`config.mk`:
```
export PLATFORM = sky130hd
export DESIGN_NAME = uart_rx_8n1
export DESIGN_NICKNAME = d
export VERILOG_FILES = /design/src/rtl/uart_rx_8n1.sv
export SDC_FILE = /design/constraint.sdc
export NUM_CORES = 1
export LEC_CHECK = 0
export ABC_AREA = 1
export ABC_CLOCK_PERIOD_IN_PS = 2100
export CORE_MARGIN = 5
export CORE_UTILIZATION = 25
export CTS_CLUSTER_DIAMETER = 50
export CTS_CLUSTER_SIZE = 25
export DETAILED_ROUTE_END_ITERATION = 7
export GPL_ROUTABILITY_DRIVEN = 0
export GPL_TIMING_DRIVEN = 1
export PLACE_DENSITY = 0.47
export SETUP_SLACK_MARGIN = 0.02
export SLEW_MARGIN = 25
export SYNTH_ARGS = -nofsm -noshare
export SYNTH_HDL_FRONTEND = slang
export SYNTH_SLANG_ARGS = --single-unit
export TNS_END_PERCENT = 30
```
`constraint.sdc`:
```
create_clock -name clk -period 2.1 [get_ports clk]
set_input_delay 0.42 -clock clk [delete_from_list [all_inputs] [get_ports clk]]
set_output_delay 0.42 -clock clk [all_outputs]
set_load 0.02 [all_outputs]
```
`src/rtl/uart_rx_8n1.sv`:
```
// 8N1 UART receiver: synchronizes rxd, deframes LSB-first bytes and holds each
// byte in a one-entry valid/ready output register with framing/overrun reporting.
module uart_rx_8n1 #(
    parameter int CLK_HZ = 125_000_000,
    parameter int BAUD   = 115_200
) (
    input  logic       clk,
    input  logic       rst,
    input  logic       rxd,
    output logic       valid,
    output logic [7:0] data,
    input  logic       ready,
    output logic       frame_err,
    output logic       overrun,
    output logic       busy
);

    localparam int DIV  = CLK_HZ / BAUD;
    localparam int HALF = DIV / 2;
    localparam int CW   = (DIV > 1) ? $clog2(DIV) : 1;

    localparam logic [CW-1:0] HALF_LAST = CW'(HALF - 1);
    localparam logic [CW-1:0] BIT_LAST  = CW'(DIV - 1);

    // Fewer than four clocks per bit leaves no room for mid-bit sampling.
    generate
        if (DIV < 4) begin : g_div_check
            $error("uart_rx_8n1: CLK_HZ/BAUD must be at least 4");
        end
    endgenerate

    typedef enum logic [2:0] {
        IDLE,
        START,
        DATA,
        STOP,
        BREAK
    } state_t;

    (* ASYNC_REG = "TRUE" *) logic rxd_meta;
    (* ASYNC_REG = "TRUE" *) logic rxd_s;

    state_t        state;
    state_t        state_next;
    logic [CW-1:0] count;
    logic [CW-1:0] count_next;
    logic [2:0]    bit_idx;
    logic [2:0]    bit_idx_next;
    logic [7:0]    shift;
    logic [7:0]    shift_next;
    logic          deliver;
    logic          stop_bad;

    // Two-flop synchronizer; resets to the idle level so reset never fakes a start bit.
    always_ff @(posedge clk) begin
        if (rst) begin
            rxd_meta <= 1'b1;
            rxd_s    <= 1'b1;
        end else begin
            rxd_meta <= rxd;
            rxd_s    <= rxd_meta;
        end
    end

    // Next-state logic: bit timer restarts on every state entry and after every sample.
    always_comb begin
        state_next   = state;
        count_next   = count + 1'b1;
        bit_idx_next = bit_idx;
        shift_next   = shift;
        deliver      = 1'b0;
        stop_bad     = 1'b0;
        case (state)
            IDLE: begin
                count_next = '0;
                if (!rxd_s) begin
                    state_next = START;
                end
            end
            START: begin
                if (count == HALF_LAST) begin
                    count_next = '0;
                    if (rxd_s) begin
                        state_next = IDLE;
                    end else begin
                        state_next   = DATA;
                        bit_idx_next = '0;
                    end
                end
            end
            DATA: begin
                if (count == BIT_LAST) begin
                    count_next   = '0;
                    shift_next   = {rxd_s, shift[7:1]};
                    bit_idx_next = bit_idx + 1'b1;
                    if (bit_idx == 3'd7) begin
                        state_next = STOP;
                    end
                end
            end
            STOP: begin
                if (count == BIT_LAST) begin
                    count_next = '0;
                    if (rxd_s) begin
                        deliver    = 1'b1;
                        state_next = IDLE;
                    end else begin
                        stop_bad   = 1'b1;
                        state_next = BREAK;
                    end
                end
            end
            BREAK: begin
                count_next = '0;
                if (rxd_s) begin
                    state_next = IDLE;
                end
            end
            default: begin
                state_next = IDLE;
                count_next = '0;
            end
        endcase
    end

    // State register together with bit timer, bit index and shift register.
    always_ff @(posedge clk) begin
        if (rst) begin
            state   <= IDLE;
            count   <= '0;
            bit_idx <= '0;
            shift   <= '0;
        end else begin
            state   <= state_next;
            count   <= count_next;
            bit_idx <= bit_idx_next;
            shift   <= shift_next;
        end
    end

    // Output register: a delivery may reuse the slot in the same cycle it is handed off.
    always_ff @(posedge clk) begin
        if (rst) begin
            valid     <= 1'b0;
            data      <= '0;
            frame_err <= 1'b0;
            overrun   <= 1'b0;
        end else begin
            frame_err <= stop_bad;
            if (deliver) begin
                if (!valid || ready) begin
                    data  <= shift;
                    valid <= 1'b1;
                end else begin
                    overrun <= 1'b1;
                end
            end else if (valid && ready) begin
                valid <= 1'b0;
            end
        end
    end

    assign busy = (state != IDLE);

endmodule
```
* Yosys cells after proc, flatten, opt, wreduce, memory -nomap -nowiden
Cells that the tools add are included.
Cells by class: add/sub/neg operators 2, eq/ne operators 15, mux-type cells 23, bitwise operators 3, reductions and logical operators 15
Operator list (number):
- 3-bit 2-to-1 mux | 10
- 11-bit 2-to-1 mux | 2
- 11-bit one-hot mux with 2 select lines | 1
- 3-bit one-hot mux with 5 select lines | 1
- 2-bit inequality test, second input constant | 7
- 11-bit by 1-bit adder with 11-bit output, second input constant | 1
- 11-bit by 10-bit equality test with 1-bit output, second input constant | 1
- 11-bit equality test, second input constant | 1
- 2-bit AND reduction | 4
- 1-bit 2-to-1 mux | 7
- 3-bit by 2-bit equality test with 1-bit output, second input constant | 2
- 3-bit equality test, second input constant | 2
- 3-bit one-hot mux with 2 select lines | 1
- 6-bit AND reduction | 1
- 4-bit AND reduction | 1
- 2-bit nonzero test | 2
- 3-bit by 1-bit adder with 3-bit output, second input constant | 1
- 3-bit by 1-bit equality test with 1-bit output, second input constant | 1
- 3-bit logical NOT | 1
- 1-bit NOT | 3
- 3-bit nonzero test | 1
- 3-bit OR reduction | 1
- 2-bit 2-to-1 mux | 1
- 2-bit by 1-bit inequality test with 1-bit output, second input constant | 1
- other kinds (4) | 4
Storage, ports and cells: register bits after elaboration 38, input port bits 4, output and inout bits 12, word-level logic and storage cells 68

* Longest topological paths before layout
word-level depth 5, gate-level depth with buffers 10, depth with buffers taken out 10

* Worst setup path before layout
No wires, ideal clock.
kind register to register, from register count[0], to register data[0], setup time 0.132 ns, data arrival time 1.376 ns, required time 1.968 ns, slack 0.591 ns, stages on the path, launching flop included 10, path buffers 0, period minus slack after synthesis 1.509 ns, cell sequence dfxtp_1 inv_1 ha_1 nand2_1 nor2_1 nand3_4 nor3_4 nand2_4 nand2_1 a21oi_1
On the way: cells in the longest elaborated chain, start to end 4
RTL lines:
- from (decl) | line 45 | logic [CW-1:0] count;
- from (signal assigned) | line 135 | count <= count_next;
- 11-bit equality test | line 102 | if (count == BIT_LAST) begin
- 1-bit 2-to-1 mux | line 102
- 1-bit 2-to-1 mux | line 73 | case (state)
- 2-bit AND reduction (no line)
- to (signal assigned) | line 152 | data <= shift;
- to (decl) | line 11 | output logic [7:0] data,
No other way between the ends. A chain may end at the register's enable or synchronous reset.

* Worst setup path in the final report
from register state[2], to output busy
On the way: cells in the longest elaborated chain, start to end 1
RTL lines:
- from (decl) | line 43 | state_t state;
- from (signal assigned) | line 134 | state <= state_next;
- 3-bit nonzero test | line 163 | assign busy = (state != IDLE);
- to (decl) | line 15 | output logic busy
No other way between the ends.

==> impl_results.md <==
* Cell Int Power at 1.237 mW
* Hold_buf cts at 0
* Total Power at 1.581 mW
* Hold Path End: rxd_s$_SDFF_PP1_
* Hold Path Depth at 1
* Max Cap Viol at 0
* WL per Instance at 10.78 um
* Synth Cell Area at 1659 um2
* Clk pwr share at 0.477
* H-Tree Depth at 2
* Logic pwr share at 0.060
* Syn Nets at 226
* Commonest cells in the netlist: 38 x dfxtp_1, 38 x nor2_1, 36 x nand2_1
* Setup TNS at 0 ns
* Overall routed net length at 3.396 mm
* Max incr delay on CP at 0.60 ns
* Gate Count Post-Synth at 217
* Adder-Cell Fraction of Synth Area at 0.03771
* Reg2Reg Depth at 9
* Area leader, netlist: dfxtp_1
* Sw Pwr at 0.3436 mW
* Simple-gate share of the synthesized area at 0.3032
* Port Buf Inserts at 15
* First-pass GRT wire length at 5.823 mm
* Hold Crit Class: flip-flop to flip-flop
* Global route overflow at 0
* Synthesized area per cell at 7.646 um2
* Drt first pass iters at 4
* Post-synth EDFFs at 0
* Share of layout cells above drive strength 1 at 0.07983
* Core Util, Final at 0.3186
* Die Ht at 91.47 um
* Final worst setup slack at 0.09753 ns
* Peak Freq at 499.4 MHz
* Starting Density at 0.2598
* CP Class: flip-flop to primary output
* Setup WS pre-CTS at 0.3598 ns
* Hold_sp: rxd_meta$_SDFF_PP1_
* Compound-Gate Fraction of Synth Area at 0.09351
* Final Setup Violations at 0
* Seq/Total Area, Yosys at 0.4585
* Largest net degree at the start of global routing at 20
* Crit path max-delay family: buffers and inverters
* Ys Warns at 0
* Critical-path cell list: inv_1, nand2_1, clkdlybuf4s50_1
* Critical path peak fanout at 8
* Overall global routing resource usage at 0.08727
* Post-route cell area at 2034 um2
* Clock tree buffer depth at 2
* Status: complete, no violations
* Final hold viol count at 0
* Root Driver: clkbuf_8
* DRT iter0 DRCs at 69
* Io pins at 16
* Slew Viols, Final at 0
* Final Skew at 0.005752 ns
* Detailed placement HPWL at 2.459 mm
* ANT nets after route at 0
* Power per cell area at 777.0 nW/um2
* # fillers at 685
* Maximum vdd drop at 412.1 uV
* WP data required at 1.68 ns
* Residual DRC at 0
* Via count at 1363
* Core area at 6386 um2
* Ranking of synthesized cells by area: dfxtp_1 46%, nor2_1 8.6%, nand2_1 8.1%
* Initial antenna violation count at 0
* # resized after CTS at 0
* Unrepaired setup endpoints after global routing: false
* Layout area overhead at 22.62%
* Clock sink total at 38
* Mux cell area share after synthesis at 0
* Vias in the first global route at 1296
* Async SR Flop Fraction at 0
* Clock buffer count from CTS at 5
* Reg clk slew, reported paths at 0.08 ns
* XOR/XNOR Fraction of Synth Area at 0.03167
* Final period utilization at 0.9536
* Startpoint Class: flip-flop
* Worst-Margin Slew at 0.4169 ns
* Nets at 246
* Seq cells post-synth at 38
* Post-DR vias/cell at 4.327
* ANT cells at 0
* Largest family of logic cells by synthesized area: simple AND/OR/NAND/NOR gates
* Reg-to-reg endpoint: shift[0]$_SDFFE_PP0P_
* Share of the synthesized area in the top cell type at 0.4585
* Lkg Pwr at 0.7674 nW
* CP max-delay cell: clkdlybuf4s50_1
* Worst Path Buf+Inv at 2
* Placed cell areas at 1897 um2
* Yosys cell types at 27
* Switching Fraction at 0.2174
* Top FF cell, synth: dfxtp_1
* Total die area at 8366 um2
* DIE WIDTH at 91.47 um
* Setup crit end kind: primary output
* Crit path DAT at 1.58 ns
* Tmin final at 2.002 ns
* RR Startpoint: count[1]$_SDFF_PP0_
* Worst rel slew slack at 0.7211
* CTS tree: done
* Rows at 29
* Clock Latency Late Sink at 0.30 ns
* Reg power frac at 0.463
* Flop2flop setup slack at 0.38 ns
* Post CTS Setup Buffer Count at 0
[sequential cells by signal, summed over array words and instances, names as in the netlist]
signal     count
frame_err      1
state          3
bit_idx        3
data           8
count         11
shift          8
overrun        1
rxd_s          1
valid          1
rxd_meta       1
[cells by family after synthesis]
logic type	Yosys count
simple gates	107
flops	38
compound gates	31
buf+inv	30
xor+xnor	6
fa+ha+maj	5
[layout make-up]
type | instances | area (um2) | share of cell area
Multi-Input combinational cell | 149 | 773.2 | 0.3801
Sequential cell | 38 | 760.7 | 0.3739
Timing Repair Buffer | 18 | 172.7 | 0.08487
Tap cell | 77 | 96.34 | 0.04736
Inverter | 25 | 93.84 | 0.04613
Clock buffer | 5 | 68.82 | 0.03383
Clock inverter | 3 | 68.82 | 0.03383
[metrics by stage]
| step | instances | hold WS [ns] |
|---|---|---|
| after detailed placement | 307 | 0.4011 |
| after global routing | 315 | 0.4289 |
| after floorplan | 217 | 0.3895 |
| after CTS | 315 | 0.4208 |
| final | 315 | 0.4188 |
| after global placement | 307 | 0.3953 |
[layer usage]
layer,GRT usage,vias to the layer above,share of wire
met2,0.1396,12,0.46
met4,0.04034,0,0.021
met3,0.03306,6,0.034
met5,0,-,0
met1,0.1028,612,0.48
li1,-,733,-
[how the worst max path moves through the flow]
stage | start | endpoint | slack [ns] | cells past startpoint
after global routing | state[2]$_SDFFE_PP0P_ | busy | 0.03 | 3
after detailed placement | count[0]$_SDFF_PP0_ | count[9]$_SDFF_PP0_ | 0.36 | 9
after global placement | count[1]$_SDFF_PP0_ | shift[0]$_SDFFE_PP0P_ | 0.34 | 9
after floorplan | count[0]$_SDFF_PP0_ | data[0]$_SDFFE_PP0P_ | 0.59 | 9
after CTS | state[2]$_SDFFE_PP0P_ | busy | 0.08 | 3
final | state[2]$_SDFFE_PP0P_ | busy | 0.1 | 3
[power groups by stage]
stage               combinational [mW]  sequential (mW)  clock, mW
global route                     0.108            0.733      0.809
global placement                0.0973            0.749          0
detailed placement              0.0968            0.749          0
floorplan                       0.0660            0.748          0
CTS                             0.0970            0.732      0.777
finish                          0.0951            0.732      0.754
[cells in the final DEF (no fill, tap or decap), types with 2 or more instances in the layout]
| master | synthesis | layout |
|---|---|---|
| or2_2 | 2 | 2 |
| nor3_1 | 3 | 3 |
| nand3_1 | 15 | 15 |
| nand3b_1 | 2 | 2 |
| nand2_1 | 36 | 36 |
| a21oi_1 | 19 | 19 |
| clkbuf_8 | 0 | 5 |
| o21ai_0 | 12 | 12 |
| xnor2_1 | 2 | 2 |
| nor2_1 | 38 | 38 |
| clkdlybuf4s50_1 | 0 | 15 |
| inv_1 | 24 | 24 |
| ha_1 | 5 | 5 |
| xor2_1 | 4 | 4 |
| dfxtp_1 | 38 | 38 |
| bufinv_16 | 0 | 2 |
| buf_4 | 1 | 3 |
| nor3b_1 | 3 | 3 |
Power figures use the tool's default switching activity.
